<file path="config.mk">
export PLATFORM = sky130hd
export DESIGN_NAME = i2s_master_clkgen
export DESIGN_NICKNAME = d
export VERILOG_FILES = /design/src/rtl/i2s_master_clkgen.sv
export SDC_FILE = /design/constraint.sdc
export NUM_CORES = 1
export LEC_CHECK = 0
export ABC_AREA = 0
export BUFFER_PORTS_ARGS = -buffer_cell sky130_fd_sc_hd__buf_2
export CORE_ASPECT_RATIO = 0.7
export CORE_UTILIZATION = 40
export DETAILED_ROUTE_END_ITERATION = 7
export GPL_TIMING_DRIVEN = 0
export PLACE_DENSITY = 0.69
export SLEW_MARGIN = 0
export SYNTH_ARGS = -nofsm -noshare
export SYNTH_HDL_FRONTEND = slang
export SYNTH_SLANG_ARGS = --single-unit
</file>
<file path="constraint.sdc">
create_clock -name clk_i -period 4.6 [get_ports clk_i]
set_input_delay 0.92 -clock clk_i [delete_from_list [all_inputs] [get_ports clk_i]]
set_output_delay 0.92 -clock clk_i [all_outputs]
set_load 0.005 [all_outputs]
</file>
<file path="src/rtl/i2s_master_clkgen.sv">
// i2s_master_clkgen: master-side I2S SCK/WS sequencer.
// Divides clk_i down to SCK, counts bits per word to drive WS, and emits
// per-bit and per-word strobes for the TX/RX datapath. Every line and strobe
// is registered so a strobe is high in the same cycle the SCK edge shows.
// Optional feature macro: I2S_FRAME_CNT_EN (frame counter with auto-stop).
module i2s_master_clkgen #(
  parameter int DIV_W  = 16,
  parameter int WLEN_W = 5
) (
  input  logic              clk_i,
  input  logic              rstn_i,
  input  logic              cfg_en_i,
  input  logic [DIV_W-1:0]  cfg_div_i,
  input  logic [WLEN_W-1:0] cfg_wlen_i,
  input  logic              cfg_ws_dly_i,
`ifdef I2S_FRAME_CNT_EN
  input  logic [15:0]       cfg_frames_i,
  output logic [15:0]       frame_cnt_o,
`endif
  output logic              sck_o,
  output logic              sck_oe_o,
  output logic              ws_o,
  output logic              ws_oe_o,
  output logic              busy_o,
  output logic              bit_rise_o,
  output logic              bit_fall_o,
  output logic              word_end_o
);

  typedef enum logic [1:0] {
    ST_IDLE  = 2'd0,
    ST_START = 2'd1,
    ST_RUN   = 2'd2,
    ST_STOP  = 2'd3
  } state_e;

  localparam logic [WLEN_W-1:0] WLEN_ONE = WLEN_W'(1);

  state_e state_q, state_d;

  // Configuration captured when leaving IDLE; frozen for the whole run.
  logic [DIV_W-1:0]  div_q, div_d;
  logic [WLEN_W-1:0] wlen_q, wlen_d;
  logic              ws_dly_q, ws_dly_d;

  // Timing state.
  logic [DIV_W-1:0]  div_cnt_q, div_cnt_d;
  logic [WLEN_W-1:0] bit_cnt_q, bit_cnt_d;
  logic              word_sel_q, word_sel_d;   // 0 = left word, 1 = right word

  // Registered outputs.
  logic sck_q, sck_d;
  logic ws_q, ws_d;
  logic oe_q, oe_d;
  logic bit_rise_q, bit_rise_d;
  logic bit_fall_q, bit_fall_d;
  logic word_end_q, word_end_d;

  logic tick;        // divider terminal count this cycle
  logic running;     // SCK toggling states
  logic fall_now;    // this tick produces a falling SCK edge
  logic bit_wrap;    // falling edge that closes the current word
  logic right_end;   // falling edge that closes a right word (frame end)
  logic limit_hit;   // frame limit reached on this frame end
  logic start_ok;    // IDLE may launch a new run
  logic shutdown;    // this frame end returns the block to IDLE

  logic [WLEN_W-1:0] wlen_eff;
  logic [WLEN_W-1:0] wlen_m1;

`ifdef I2S_FRAME_CNT_EN
  logic [15:0] frames_q, frames_d;
  logic [15:0] frame_cnt_q, frame_cnt_d;
  logic        need_low_q, need_low_d;    // auto-stop happened; wait for en low
`endif

  // A word length of one bit is not a usable word; treat it as two.
  assign wlen_eff = (cfg_wlen_i == '0) ? WLEN_ONE : cfg_wlen_i;
  assign wlen_m1  = wlen_q - WLEN_ONE;

  assign tick      = (div_cnt_q == div_q);
  assign running   = (state_q == ST_RUN) || (state_q == ST_STOP);
  assign fall_now  = running && tick && sck_q;
  assign bit_wrap  = fall_now && (bit_cnt_q == wlen_q);
  assign right_end = bit_wrap && word_sel_q;

`ifdef I2S_FRAME_CNT_EN
  assign limit_hit = right_end && (frames_q != '0) &&
                     ((frame_cnt_q + 16'd1) == frames_q);
  assign start_ok  = cfg_en_i && !need_low_q;
`else
  assign limit_hit = 1'b0;
  assign start_ok  = cfg_en_i;
`endif

  assign shutdown = right_end &&
                    ((state_q == ST_STOP) || ((state_q == ST_RUN) && limit_hit));

  // State register.
  always_ff @(posedge clk_i or negedge rstn_i) begin
    if (!rstn_i) begin
      state_q <= ST_IDLE;
    end else begin
      state_q <= state_d;
    end
  end

  // Next-state logic.
  always_comb begin
    state_d = state_q;
    unique case (state_q)
      ST_IDLE: begin
        if (start_ok) state_d = ST_START;
      end
      ST_START: begin
        // START always hands over to RUN; a dropped enable is seen there.
        if (tick) state_d = ST_RUN;
      end
      ST_RUN: begin
        if (shutdown)       state_d = ST_IDLE;
        else if (!cfg_en_i) state_d = ST_STOP;
      end
      ST_STOP: begin
        if (shutdown) state_d = ST_IDLE;
      end
      default: state_d = ST_IDLE;
    endcase
  end

  // Output / datapath next-value logic: divider, edges, bit and word tracking.
  always_comb begin
    div_d      = div_q;
    wlen_d     = wlen_q;
    ws_dly_d   = ws_dly_q;
    div_cnt_d  = div_cnt_q;
    bit_cnt_d  = bit_cnt_q;
    word_sel_d = word_sel_q;
    sck_d      = sck_q;
    ws_d       = ws_q;
    oe_d       = oe_q;
    bit_rise_d = 1'b0;
    bit_fall_d = 1'b0;
    word_end_d = 1'b0;
`ifdef I2S_FRAME_CNT_EN
    frames_d    = frames_q;
    frame_cnt_d = frame_cnt_q;
    need_low_d  = need_low_q;
    if (!cfg_en_i)      need_low_d = 1'b0;
    else if (limit_hit) need_low_d = 1'b1;
`endif

    unique case (state_q)
      ST_IDLE: begin
        if (start_ok) begin
          div_d      = cfg_div_i;
          wlen_d     = wlen_eff;
          ws_dly_d   = cfg_ws_dly_i;
          oe_d       = 1'b1;
          div_cnt_d  = '0;
          bit_cnt_d  = '0;
          word_sel_d = 1'b0;
          sck_d      = 1'b0;
          ws_d       = 1'b0;
`ifdef I2S_FRAME_CNT_EN
          frames_d    = cfg_frames_i;
          frame_cnt_d = '0;
`endif
        end
      end

      ST_START: begin
        // One half-period of SCK low before the divider starts toggling.
        div_cnt_d = tick ? '0 : div_cnt_q + 1'b1;
`ifdef I2S_FRAME_CNT_EN
        frame_cnt_d = '0;
`endif
      end

      ST_RUN, ST_STOP: begin
        div_cnt_d = tick ? '0 : div_cnt_q + 1'b1;
        if (tick) begin
          sck_d = ~sck_q;
          if (sck_q) begin
            bit_fall_d = 1'b1;
            if (bit_wrap) begin
              bit_cnt_d  = '0;
              word_end_d = 1'b1;
              word_sel_d = ~word_sel_q;
              if (!ws_dly_q) ws_d = ~ws_q;
            end else begin
              bit_cnt_d = bit_cnt_q + 1'b1;
              // Philips mode: WS moves one bit ahead of the word boundary.
              if (ws_dly_q && (bit_cnt_q == wlen_m1)) ws_d = ~ws_q;
            end
          end else begin
            bit_rise_d = 1'b1;
          end
        end
`ifdef I2S_FRAME_CNT_EN
        if (right_end) frame_cnt_d = frame_cnt_q + 16'd1;
`endif
        // Final frame edge: park both lines low and release the pads.
        if (shutdown) begin
          ws_d       = 1'b0;
          oe_d       = 1'b0;
          div_cnt_d  = '0;
          bit_cnt_d  = '0;
          word_sel_d = 1'b0;
        end
      end

      default: ;
    endcase
  end

  // Datapath and output registers; reset drops the lines immediately.
  always_ff @(posedge clk_i or negedge rstn_i) begin
    if (!rstn_i) begin
      div_q      <= '0;
      wlen_q     <= '0;
      ws_dly_q   <= 1'b0;
      div_cnt_q  <= '0;
      bit_cnt_q  <= '0;
      word_sel_q <= 1'b0;
      sck_q      <= 1'b0;
      ws_q       <= 1'b0;
      oe_q       <= 1'b0;
      bit_rise_q <= 1'b0;
      bit_fall_q <= 1'b0;
      word_end_q <= 1'b0;
    end else begin
      div_q      <= div_d;
      wlen_q     <= wlen_d;
      ws_dly_q   <= ws_dly_d;
      div_cnt_q  <= div_cnt_d;
      bit_cnt_q  <= bit_cnt_d;
      word_sel_q <= word_sel_d;
      sck_q      <= sck_d;
      ws_q       <= ws_d;
      oe_q       <= oe_d;
      bit_rise_q <= bit_rise_d;
      bit_fall_q <= bit_fall_d;
      word_end_q <= word_end_d;
    end
  end

`ifdef I2S_FRAME_CNT_EN
  // Frame counter, latched limit and restart interlock.
  always_ff @(posedge clk_i or negedge rstn_i) begin
    if (!rstn_i) begin
      frames_q    <= '0;
      frame_cnt_q <= '0;
      need_low_q  <= 1'b0;
    end else begin
      frames_q    <= frames_d;
      frame_cnt_q <= frame_cnt_d;
      need_low_q  <= need_low_d;
    end
  end

  assign frame_cnt_o = frame_cnt_q;
`endif

  assign sck_o      = sck_q;
  assign sck_oe_o   = oe_q;
  assign ws_o       = ws_q;
  assign ws_oe_o    = oe_q;
  assign busy_o     = (state_q != ST_IDLE);
  assign bit_rise_o = bit_rise_q;
  assign bit_fall_o = bit_fall_q;
  assign word_end_o = word_end_q;

endmodule

</file>
==> run metrics <==
run status complete, no violations; cell count after placement 399; Setup TNS Final 0 ns; Post-synth EDFFs 0; Mean Syn Cell Area around 10 sq um; # hold bufs at CTS 0; Final Cycle Share 0.6735; Critical Path AT between 3 and 4 ns; worst skew pair latency ~0.32 ns; io pins 33; fin crit period 3.098 ns; Routed WL 5.898 mm; # resized after CTS 0; combinational share of power 0.477; CTS root buffer clkbuf_8; Worst Setup Start Kind flip-flop; Min-Delay Path Class reg -> reg; first-pass GRT wire length slightly below 10 mm; Clock power frac 0.140; Leak 1.378 nW; predominant post-synthesis flop cell dfrtp_1; drt first pass iters 4; DR DRC count 0; clock-pin slew on the worst setup and hold paths around 0.1 ns; global route overflow 0; # clock sinks 52; Max transition margin 0.2258; H-tree depth 2; nets@finish about 350; initial drt markers around 180; Synth Net Count 306; ant diodes 0; Critical Path Sink Type flip-flop; Die X about 100 um; Syn. warnings 0; routability cong. between 0.8 and 0.9; Synth async-reset ratio 1.000; Post-Syn Instances about 270; core area roughly 6800 sq um; antenna viol nets, final 0; Fill cells between 600 and 700; vias post-DR approximately 2200; register area share after synthesis 0.4575; Power, Total between 1.5 and 2 mW; vias in the first global route a little under 2000; RSZ-0062 raised after global routing false; Die H 72.55 um; post-synth top area share 0.4575; Peak VDD IR 0.0002794 V; Final setup viols 0; die footprint 7456 sq um; Netlist cell types roughly 50; count of state elements after synthesis 52; layout cells sized above 1 0.2428; Final Hold Vio Count 0; buffer count from post-CTS setup fixing 0; Power Internal ~1.2 mW; largest net degree at the start of global routing 53; Layout Skew between 0.007 and 0.008 ns; Layout area overhead 12.93%; Req. time, crit path just under 5 ns; CTS tree done; Switch Pwr 0.7873 mW; Peak Freq 0.3228 GHz; sw frac 0.4004; Slew Limit Fails 0; CTS buffer count 5; Initial Util 0.4171; Pwr Density ~610 nW/um^2; Vias/cell ~5.3; post-DP HPWL 4.300 mm; Critical Path Fanout Max 10; final non-filler cell total 407; Worst-Margin Slew approximately 1.2 ns; total track usage 0.1731; sequential fraction of design power 0.383; initial antenna violation count 0; critical setup path kind reg -> reg; area leader, netlist dfrtp_1; footprint of the multi-input gates ~1500 sq um; num rows 25; routed len/inst 14.49 um; Mapped Area roughly 2800 sq um; FF/Latch Area 1301 sq um; CTS Buffer Depth 2; Max Cap Viol 0; Buffers on Ports 32; leading post-synthesis cells by cell area dfrtp_1, mux2_2, xnor2_1, nand2_1, ha_1
## cell usage after synthesis (2+ instances only)
cell,n
clkbuf_1,6
ha_1,8
nand3_1,14
o221ai_1,2
dfrtp_1,52
nor4_1,3
a21oi_1,6
inv_1,10
nand4_1,6
a221o_1,2
xor2_1,5
or2_2,3
nor3_1,8
a21o_1,3
xnor2_1,23
o22ai_1,2
nand2_1,28
buf_1,2
nand2b_1,2
mux2i_1,3
nor2_1,11
mux2_2,22
a31o_2,5
or3_1,2
a31oi_1,2
o31ai_1,6
o21ai_0,10
nand3b_1,2
and3_1,5
## power by group through the flow
stage / clock, mW / sequential (mW) / combinational (mW)
2_1_floorplan: 0 / 0.723 / 0.749
3_3_place_gp: 0 / 0.757 / 0.908
3_5_place_dp: 0 / 0.762 / 0.932
4_1_cts: 0.284 / 0.753 / 0.938
5_1_grt: 0.302 / 0.776 / 1.04
6_report: 0.276 / 0.753 / 0.938
## cells in the final DEF (no fill, tap or decap), types with 10 or more instances in the layout
master	netlist	final
buf_2	0	32
dfrtp_1	52	52
inv_1	10	10
mux2_2	22	22
nand2_1	28	28
nand3_1	14	14
nor2_1	11	11
o21ai_0	10	10
xnor2_1	23	23
## metrics by stage
step | setup slack (ns) | utilization | hold slack (ns) | cell area (sq um)
4_1_cts | 1.515 | 0.4710 | 0.5320 | 3212
6_report | 1.502 | 0.4710 | 0.5255 | 3212
5_1_grt | 1.186 | 0.4710 | 0.5488 | 3212
3_5_place_dp | 1.551 | 0.4578 | 0.5076 | 3122
2_1_floorplan | 2.273 | - | 0.4998 | 2844
3_3_place_gp | 1.630 | 0.4578 | 0.5058 | 3122
## worst paths after layout
| path | startpoint | to | slack [ns] | cells after the start |
|---|---|---|---|---|
| worst max-delay path | state_q[1] | div_cnt_q[9] | 1.50 | 9 |
| worst min-delay path | ws_o | ws_o | 0.53 | 1 |
| worst max register to register | state_q[1] | div_cnt_q[9] | 1.50 | 9 |
| worst min register to register | ws_o | ws_o | 0.53 | 1 |
| max in group asynchronous | rstn_i | div_cnt_q[12] | 3.07 | 1 |
| min in group asynchronous | rstn_i | div_q[13] | 0.83 | 1 |
## sequential cells by signal, summed over array words and instances, names as in the netlist
| register | flops |
|---|---|
| div_cnt_q | 16 |
| bit_cnt_q | 5 |
| sck_o | 1 |
| wlen_q | 5 |
| word_sel_q | 1 |
| word_end_o | 1 |
| bit_fall_o | 1 |
| ws_dly_q | 1 |
| bit_rise_o | 1 |
| div_q | 16 |
| state_q | 2 |
| ws_o | 1 |
| sck_oe_o | 1 |
## final cells by class
type	instances	area share
timing repair buffer	32	0.04986
clock buffer	5	0.02143
sequential	52	0.4051
clock inverter	3	0.006623
multi-input combinational	202	0.4570
buffer	9	0.01169
tap	94	0.03662
inverter	10	0.01169
## per-layer routing
layer / track usage / vias up / wire length (um)
li1: - / 1067 / -
met1: 0.2700 / 1046 / 3197
met2: 0.2378 / 53 / 2376
met3: 0.03276 / 7 / 246
met4: 0.05634 / 0 / 78
met5: 0 / - / 0
## worst max-delay path, stage by stage, from the launching register on
cell and delay [ns]:
dfrtp_1 0.39, clkbuf_1 0.29, inv_1 0.19, ha_1 0.25
inv_1 0.15, nor2_1 0.10, nor3_1 0.69, nand2_1 0.35
clkbuf_1 0.31, o31ai_1 0.29
## logic make-up after synthesis
group,after synthesis,synth area share
DFF,52,0.4575
xor gates and xnor gates,28,0.08623
and+or+nand+nor,91,0.1681
AOI/OAI and AO/OA,49,0.1236
buffers and inverters,19,0.02640
adders and majority gates,8,0.03520
muxes,26,0.1029
Power figures use the tool's default switching activity.
